$ cat config.mk
export PLATFORM = sky130hd
export DESIGN_NAME = arith_sched
export DESIGN_NICKNAME = d
export VERILOG_FILES = /design/src/rtl/arith_sched.sv
export SDC_FILE = /design/constraint.sdc
export NUM_CORES = 1
export LEC_CHECK = 0
export BUFFER_PORTS_ARGS = -buffer_cell sky130_fd_sc_hd__buf_2
export CORE_MARGIN = 4
export CORE_UTILIZATION = 60
export DETAILED_ROUTE_END_ITERATION = 7
export GPL_TIMING_DRIVEN = 0
export PLACE_DENSITY_LB_ADDON = 0.3
export SYNTH_ARGS = -nofsm -noshare
export SYNTH_HDL_FRONTEND = slang
export SYNTH_SLANG_ARGS = --single-unit
$ cat constraint.sdc
create_clock -name clk -period 5.42 [get_ports clk]
set_input_delay 1.355 -clock clk [delete_from_list [all_inputs] [get_ports clk]]
set_output_delay 1.355 -clock clk [all_outputs]
set_load 0.02 [all_outputs]
$ cat src/rtl/arith_sched.sv
// arith_sched: round-robin arbiter in front of one shared iterative arithmetic unit
// (single-cycle add/sub, A_W-cycle shift-add multiply); responses carry the requester id.
module arith_sched #(
  parameter int N_REQ = 4,
  parameter int A_W   = 5,
  parameter int M_W   = 10,
  localparam int ID_W = (N_REQ > 1) ? $clog2(N_REQ) : 1
) (
  input  logic                   clk,
  input  logic                   rst,
  input  logic [N_REQ-1:0]       req_valid,
  output logic [N_REQ-1:0]       req_ready,
  input  logic [2*N_REQ-1:0]     req_op,
  input  logic [N_REQ*A_W-1:0]   req_a,
  input  logic [N_REQ*A_W-1:0]   req_b,
  output logic                   rsp_valid,
  input  logic                   rsp_ready,
  output logic [ID_W-1:0]        rsp_id,
  output logic [M_W-1:0]         rsp_m,
  output logic                   busy
);

  localparam int                CNT_W    = $clog2(A_W) + 1;
  localparam logic [CNT_W-1:0]  CNT_LAST = CNT_W'(A_W - 1);
  localparam logic [ID_W-1:0]   ID_LAST  = ID_W'(N_REQ - 1);
  localparam logic [ID_W:0]     N_EXT    = (ID_W + 1)'(N_REQ);
  localparam logic [1:0]        OP_ADD   = 2'b00;
  localparam logic [1:0]        OP_SUB   = 2'b01;
  localparam logic [1:0]        OP_MUL   = 2'b10;

  typedef enum logic [1:0] {
    ST_IDLE = 2'd0,
    ST_EXEC = 2'd1,
    ST_DONE = 2'd2
  } state_t;

  state_t            state_r;
  state_t            state_s;
  logic [ID_W-1:0]   rr_r;
  logic [1:0]        op_r;
  logic [A_W-1:0]    a_r;
  logic [A_W-1:0]    b_r;
  logic [ID_W-1:0]   id_r;
  logic [M_W-1:0]    acc_r;
  logic [CNT_W-1:0]  cnt_r;
  logic [M_W-1:0]    rsp_m_r;
  logic [ID_W-1:0]   rsp_id_r;

  logic [1:0]        op_arr_s [N_REQ];
  logic [A_W-1:0]    a_arr_s  [N_REQ];
  logic [A_W-1:0]    b_arr_s  [N_REQ];
  logic [ID_W:0]     sum_s;
  logic [ID_W-1:0]   idx_s;
  logic              hit_s;
  logic              found_s;
  logic [ID_W-1:0]   grant_s;
  logic [ID_W-1:0]   rr_nxt_s;
  logic              accept_s;
  logic              exec_last_s;
  logic [M_W-1:0]    a_ext_s;
  logic [M_W-1:0]    b_ext_s;
  logic [M_W-1:0]    acc_s;

  // Round-robin search: first valid requester at or above rr, wrapping.
  always_comb begin
    found_s = 1'b0;
    grant_s = '0;
    sum_s   = '0;
    idx_s   = '0;
    hit_s   = 1'b0;
    for (int k = 0; k < N_REQ; k++) begin
      op_arr_s[k] = req_op[2*k +: 2];
      a_arr_s[k]  = req_a[A_W*k +: A_W];
      b_arr_s[k]  = req_b[A_W*k +: A_W];
    end
    for (int k = 0; k < N_REQ; k++) begin
      sum_s   = {1'b0, rr_r} + (ID_W + 1)'(k);
      idx_s   = (sum_s >= N_EXT) ? ID_W'(sum_s - N_EXT) : sum_s[ID_W-1:0];
      hit_s   = !found_s && req_valid[idx_s];
      grant_s = hit_s ? idx_s : grant_s;
      found_s = found_s | hit_s;
    end
  end

  // Ready is combinational so a request can be taken in the same cycle it appears.
  assign accept_s    = (state_r == ST_IDLE) && found_s && !rst;
  assign req_ready   = accept_s ? (N_REQ'(1) << grant_s) : '0;
  assign rr_nxt_s    = (grant_s == ID_LAST) ? '0 : grant_s + ID_W'(1);
  assign exec_last_s = (op_r != OP_MUL) || (cnt_r == CNT_LAST);
  assign a_ext_s     = {{(M_W - A_W){1'b0}}, a_r};
  assign b_ext_s     = {{(M_W - A_W){1'b0}}, b_r};

  // Next accumulator value for the current EXEC cycle.
  always_comb begin
    acc_s = '0;
    case (op_r)
      OP_ADD:  acc_s = a_ext_s + b_ext_s;
      OP_SUB:  acc_s = a_ext_s - b_ext_s;
      OP_MUL:  acc_s = b_r[0] ? (acc_r + (a_ext_s << cnt_r)) : acc_r;
      default: acc_s = '0;
    endcase
  end

  // State register.
  always_ff @(posedge clk or posedge rst) begin
    if (rst) begin
      state_r <= ST_IDLE;
    end else begin
      state_r <= state_s;
    end
  end

  // Next-state logic.
  always_comb begin
    state_s = state_r;
    case (state_r)
      ST_IDLE: begin
        if (accept_s) begin
          state_s = ST_EXEC;
        end else begin
          state_s = ST_IDLE;
        end
      end
      ST_EXEC: begin
        if (exec_last_s) begin
          state_s = ST_DONE;
        end else begin
          state_s = ST_EXEC;
        end
      end
      ST_DONE: begin
        if (rsp_ready) begin
          state_s = ST_IDLE;
        end else begin
          state_s = ST_DONE;
        end
      end
      default: state_s = ST_IDLE;
    endcase
  end

  // Operand capture, iteration and result registers.
  always_ff @(posedge clk or posedge rst) begin
    if (rst) begin
      rr_r     <= '0;
      op_r     <= 2'b00;
      a_r      <= '0;
      b_r      <= '0;
      id_r     <= '0;
      acc_r    <= '0;
      cnt_r    <= '0;
      rsp_m_r  <= '0;
      rsp_id_r <= '0;
    end else begin
      case (state_r)
        ST_IDLE: begin
          if (accept_s) begin
            op_r  <= op_arr_s[grant_s];
            a_r   <= a_arr_s[grant_s];
            b_r   <= b_arr_s[grant_s];
            id_r  <= grant_s;
            rr_r  <= rr_nxt_s;
            acc_r <= '0;
            cnt_r <= '0;
          end
        end
        ST_EXEC: begin
          acc_r <= acc_s;
          if (op_r == OP_MUL) begin
            b_r   <= b_r >> 1;
            cnt_r <= cnt_r + CNT_W'(1);
          end
          // Results live in their own registers so they hold through the next operation.
          if (exec_last_s) begin
            rsp_m_r  <= acc_s;
            rsp_id_r <= id_r;
          end
        end
        default: begin
        end
      endcase
    end
  end

  assign rsp_valid = (state_r == ST_DONE);
  assign busy      = (state_r != ST_IDLE);
  assign rsp_m     = rsp_m_r;
  assign rsp_id    = rsp_id_r;

endmodule

# Word level (Yosys, flattened, before mapping)
# Cells that the tools add are included.
# word_totals
register_bits	44
inputBits	55
output_inout_bits	18
word_cells	105
# classes
n_addsub	12
magnitude_cmp	9
n_eq_ne	9
shifts	2
muxes	41
bitwise	4
reduce_logical	18
# ops
op	count
two-way mux 5 bit	6
case mux 10 bit (3 select lines)	1
two-way mux 2 bit	13
binary-select mux 5 bit (select 2 bit)	2
two-way mux 10 bit	2
case mux 10 bit (2 select lines)	1
greater-or-equal comparator 3 bit (second input constant)	4
less-than comparator 2 x 3 -> 1 bit (second input constant)	4
two-way mux 4 bit	3
adder 10 bit	1
case mux 5 bit (2 select lines)	1
left shift 5 x 4 -> 10 bit	1
binary-select mux 1 bit (select 2 bit)	4
case mux 4 bit (2 select lines)	1
subtractor 2 x 1 -> 2 bit (second input constant)	4
adder 2 x 2 -> 3 bit (second input constant)	2
adder 5 x 5 -> 6 bit	1
equality test 2 bit (second input constant)	3
inequality test 2 bit (second input constant)	3
case mux 2 bit (3 select lines)	1
AND reduction 2 bit	3
subtractor 5 x 5 -> 6 bit	1
logical AND 1 bit	5
two-way mux 1 bit	5
15 further kinds	23

# Longest topological paths before layout
# depth
ltp_word	19
mapped_depth	14
ltp_nobuf	13

# Least setup slack after synthesis
# No wires, ideal clock.
# synth_timing
path_kind	input port to output port
from	input req_valid[0]
to	output req_ready[3]
arrival_time_ns	2.748
required_time_ns	4.065
setup_slack_ns	1.317
stages	7
n_path_buf	1
path_cell_list	nor2b_1 > nor2_1 > o22ai_1 > clkbuf_1 > inv_1 > ha_1 > and2_1
# synth_lines
element	line	text
start, declared	11	input logic [N_REQ-1:0] req_valid,
binary-select mux 1 bit (select 2 bit)	79	hit_s = !found_s && req_valid[idx_s];
two-way mux 1 bit (not written as such)	79	
logical NOT 1 bit	79	
logical AND 1 bit	79	
bitwise OR 1 bit	81	found_s = found_s | hit_s;
logical NOT 1 bit	79	
logical AND 1 bit	79	
bitwise OR 1 bit	81	
logical NOT 1 bit	79	
logical AND 1 bit	79	
two-way mux 2 bit (*)	80	grant_s = hit_s ? idx_s : grant_s;
named net grant_s[1]	56	logic [ID_W-1:0] grant_s;
left shift 1 x 2 -> 4 bit (*)	87	assign req_ready = accept_s ? (N_REQ'(1) << grant_s) : '0;
two-way mux 4 bit (*)	87	
end, declared	12	output logic [N_REQ-1:0] req_ready,
# Mark *: on every way through the listed nets, which the timed path passes. The rest lies on a longest branch. The select of a mux whose other input is x is not followed.

# Worst setup path after layout
# Ends and elaborated chain as after synthesis.

==> out/metrics.cfg <==
[timing]
fin_skew_ns=0.00604
setup_viol=0
hold_violations=0
slew_viol_final=0
final.min_clock_period_ns=4.65
slew_headroom_pct=32.0
rsz0062_at_grt=false
max_freq_mhz=215
finalCritPeriodShare_pct=85.7
worst_pin_slew_ns=1.01
setup-tns-final_ns=0
fin_hold_ws_ns=0.483

[setup_path]
cpLargestDelayFamily=buffers and inverters
critPathCaptureType=output port
max_stage_delay_ns=0.50
start_kind=input port
path_cells=buf_2, nor2b_1, nor2_1, o22ai_1, clkbuf_1, inv_1, ha_1, and2_1, buf_2
cp_max_fo=11
r2r_cells=12
cp_data_arrival_time_ns=3.29
crit_slowest_cell=o22ai_1
path_buf_inv=4
rr_endpoint=acc_r[8]
r2r_start=cnt_r[1]
crit_top_cell=buf_2
critPathKind=in2out
cp.required_ns=4.07
reg2reg_slack_ns=2.07

[place]
io_buffers=72
dpl.hpwl_um=6810
gp_congestion=0.975

[global_routing]
grt_pass1_vias=3240
grt_pass1_wl_um=14800
grt_start_max_net_pins=45
antenna_found_initial=0
grtUsageTotal_pct=25.4
grt-ovfl-total=0

[clock_network]
clkSinkCount=44
clk_pin_slew_ns=0.08
cts_max_level=2
ctsResizeCount=0
worstSkewPairLatency_ns=0.30
ctsHoldBuffers=0
cts_root_buffer=clkbuf_8
cts_setup_buffers=0
cts_buffer_depth=2
cts_inserted_buffers=5
cts_tree=done

[detailed_routing]
ant_nets=0
wl_per_cell_um=15.3
drtIter0Drc=235
vias=3285
drt-vias-per-instance=5.85
drt_wl_total_um=8610
drc=0
drt_pre_antenna_iters=5

[yosys]
synthFlopType=dfrtp_1
synth_edf_count=0
ys_types=56
synth_cells=410
ys_seq_area_share_pct=31.9
synth_area_um2=3450
synth-seq-cells=44
async_flop_share_pct=100
syn_nets=493
avgSynthCellArea_um2=8.42
ys_warn_count=0

[job]
max-cap-violations=0

[floorplanning]
die_h_um=83.8
coreArea_um2=5540
start_util_pct=62.3
dieArea_um2=7030
ioPinCount=73
num_rows=27
dieWidth_um=83.8

[cells_and_area]
final_nets=572
drive_above_1_share_pct=21.2
antennaDiodeCount=0
area_growth_pct=16.6
final_common_cell=buf_2
final_cell_mix=buf_2, nand2_1, dfrtp_1
final_util_pct=72.6
fillers=451

[power]
powerDensity_nw_per_um2=584
ir_drop_uv=295
p_leak_nw=1.97

[worst_hold_path]
min_to=rsp_id[0]
min_from=rsp_id[0]
whs_path_depth=2
hold_path_class=reg2reg

[outcome]
outcome=finished, final reports clean

## routing by layer
layer	share of wire [%]	wire, um	global-route usage, %
met1	42	3620	32.8
met3	7.0	607	4.05
met5	0	0	0
met2	49	4210	44.0
met4	2.0	168	7.02
## kinds of logic (layout without fill, tap and decap cells)
kind of cell / count (synthesis) / count (layout) / share of synthesized area [%]
AO/OA/AOI/OAI: 124 / 124 / 22.0
adder cells (fa/ha/maj): 28 / 28 / 10.8
flip-flops: 44 / 44 / 31.9
multiplexers: 34 / 34 / 10.5
XOR/XNOR: 8 / 8 / 2.03
AND/OR/NAND/NOR: 127 / 127 / 17.5
buffers and inverters: 45 / 125 / 5.22
## worst max path at each step
stage,from,to,cells after the start
finish,req_valid[0],req_ready[3],9
CTS,req_valid[0],req_ready[3],9
global placement,req_valid[0],req_ready[3],9
detailed placement,req_valid[0],req_ready[3],9
global route,req_valid[0],req_ready[3],9
floorplan,req_valid[0],req_ready[3],7
## worst register-to-register path, cell delays in order (launching register included)
cell	delay, ns
dfrtp_1	0.48
clkbuf_1	0.31
nand3_1	0.11
o21ai_0	0.15
nor3b_1	0.28
ha_1	0.31
nor2b_4	0.15
o31a_1	0.27
or4_1	0.42
a31oi_1	0.22
mux2i_1	0.12
a311oi_2	0.29
o21ai_1	0.11
## power by group
part | total [mW] | switching (mW) | internal, mW
clock network | 0.269 | 0.118 | 0.151
registers | 0.600 | 0.139 | 0.461
logic | 1.48 | 0.889 | 0.589
## flip-flops by register name (all words and copies together), names as in the netlist
| register | cells |
|---|---|
| state_r | 2 |
| rsp_m | 10 |
| b_r | 5 |
| cnt_r | 4 |
| acc_r | 10 |
| rsp_id | 2 |
| rr_r | 2 |
| id_r | 2 |
| a_r | 5 |
| op_r | 2 |
## layout make-up
| cell class | count | area, um2 | share of cell area (%) |
|---|---|---|---|
| multi-input combinational | 321 | 2170 | 53.9 |
| sequential | 44 | 1100 | 27.4 |
| timing repair buffer | 72 | 360 | 8.96 |
| inverter | 25 | 93.8 | 2.33 |
| tap | 72 | 90.1 | 2.24 |
| buffer | 20 | 86.3 | 2.15 |
| clock buffer | 6 | 82.6 | 2.05 |
| clock inverter | 2 | 38.8 | 0.964 |
## stage by stage
step | worst slack (ns) | area [um2] | total power [mW] | std cells
2_1_floorplan | 1.32 | 3450 | 1.69 | 410
3_3_place_gp | 0.849 | 3900 | 2.00 | 554
3_5_place_dp | 0.791 | 3900 | 2.06 | 554
4_1_cts | 0.780 | 4020 | 2.34 | 562
5_1_grt | 0.474 | 4020 | 2.56 | 562
6_report | 0.773 | 4020 | 2.35 | 562
## synthesized netlist by cell type (4+ instances only)
library cell,count,area [um2]
a21oi_1,29,145
and2_1,6,37.5
clkbuf_1,17,63.8
dfrtp_1,44,1100
ha_1,25,313
inv_1,22,82.6
mux2_1,6,67.6
mux2_2,8,90.1
mux2i_1,19,190
nand2_1,51,191
nand2b_1,4,25.0
nand3_1,19,95.1
nor2_1,24,90.1
nor3_1,4,20.0
o211ai_1,5,37.5
o21ai_0,9,45.0
o21ai_1,41,205
o22ai_1,6,37.5
xnor2_1,5,43.8
(Power assumes the default switching activity.)
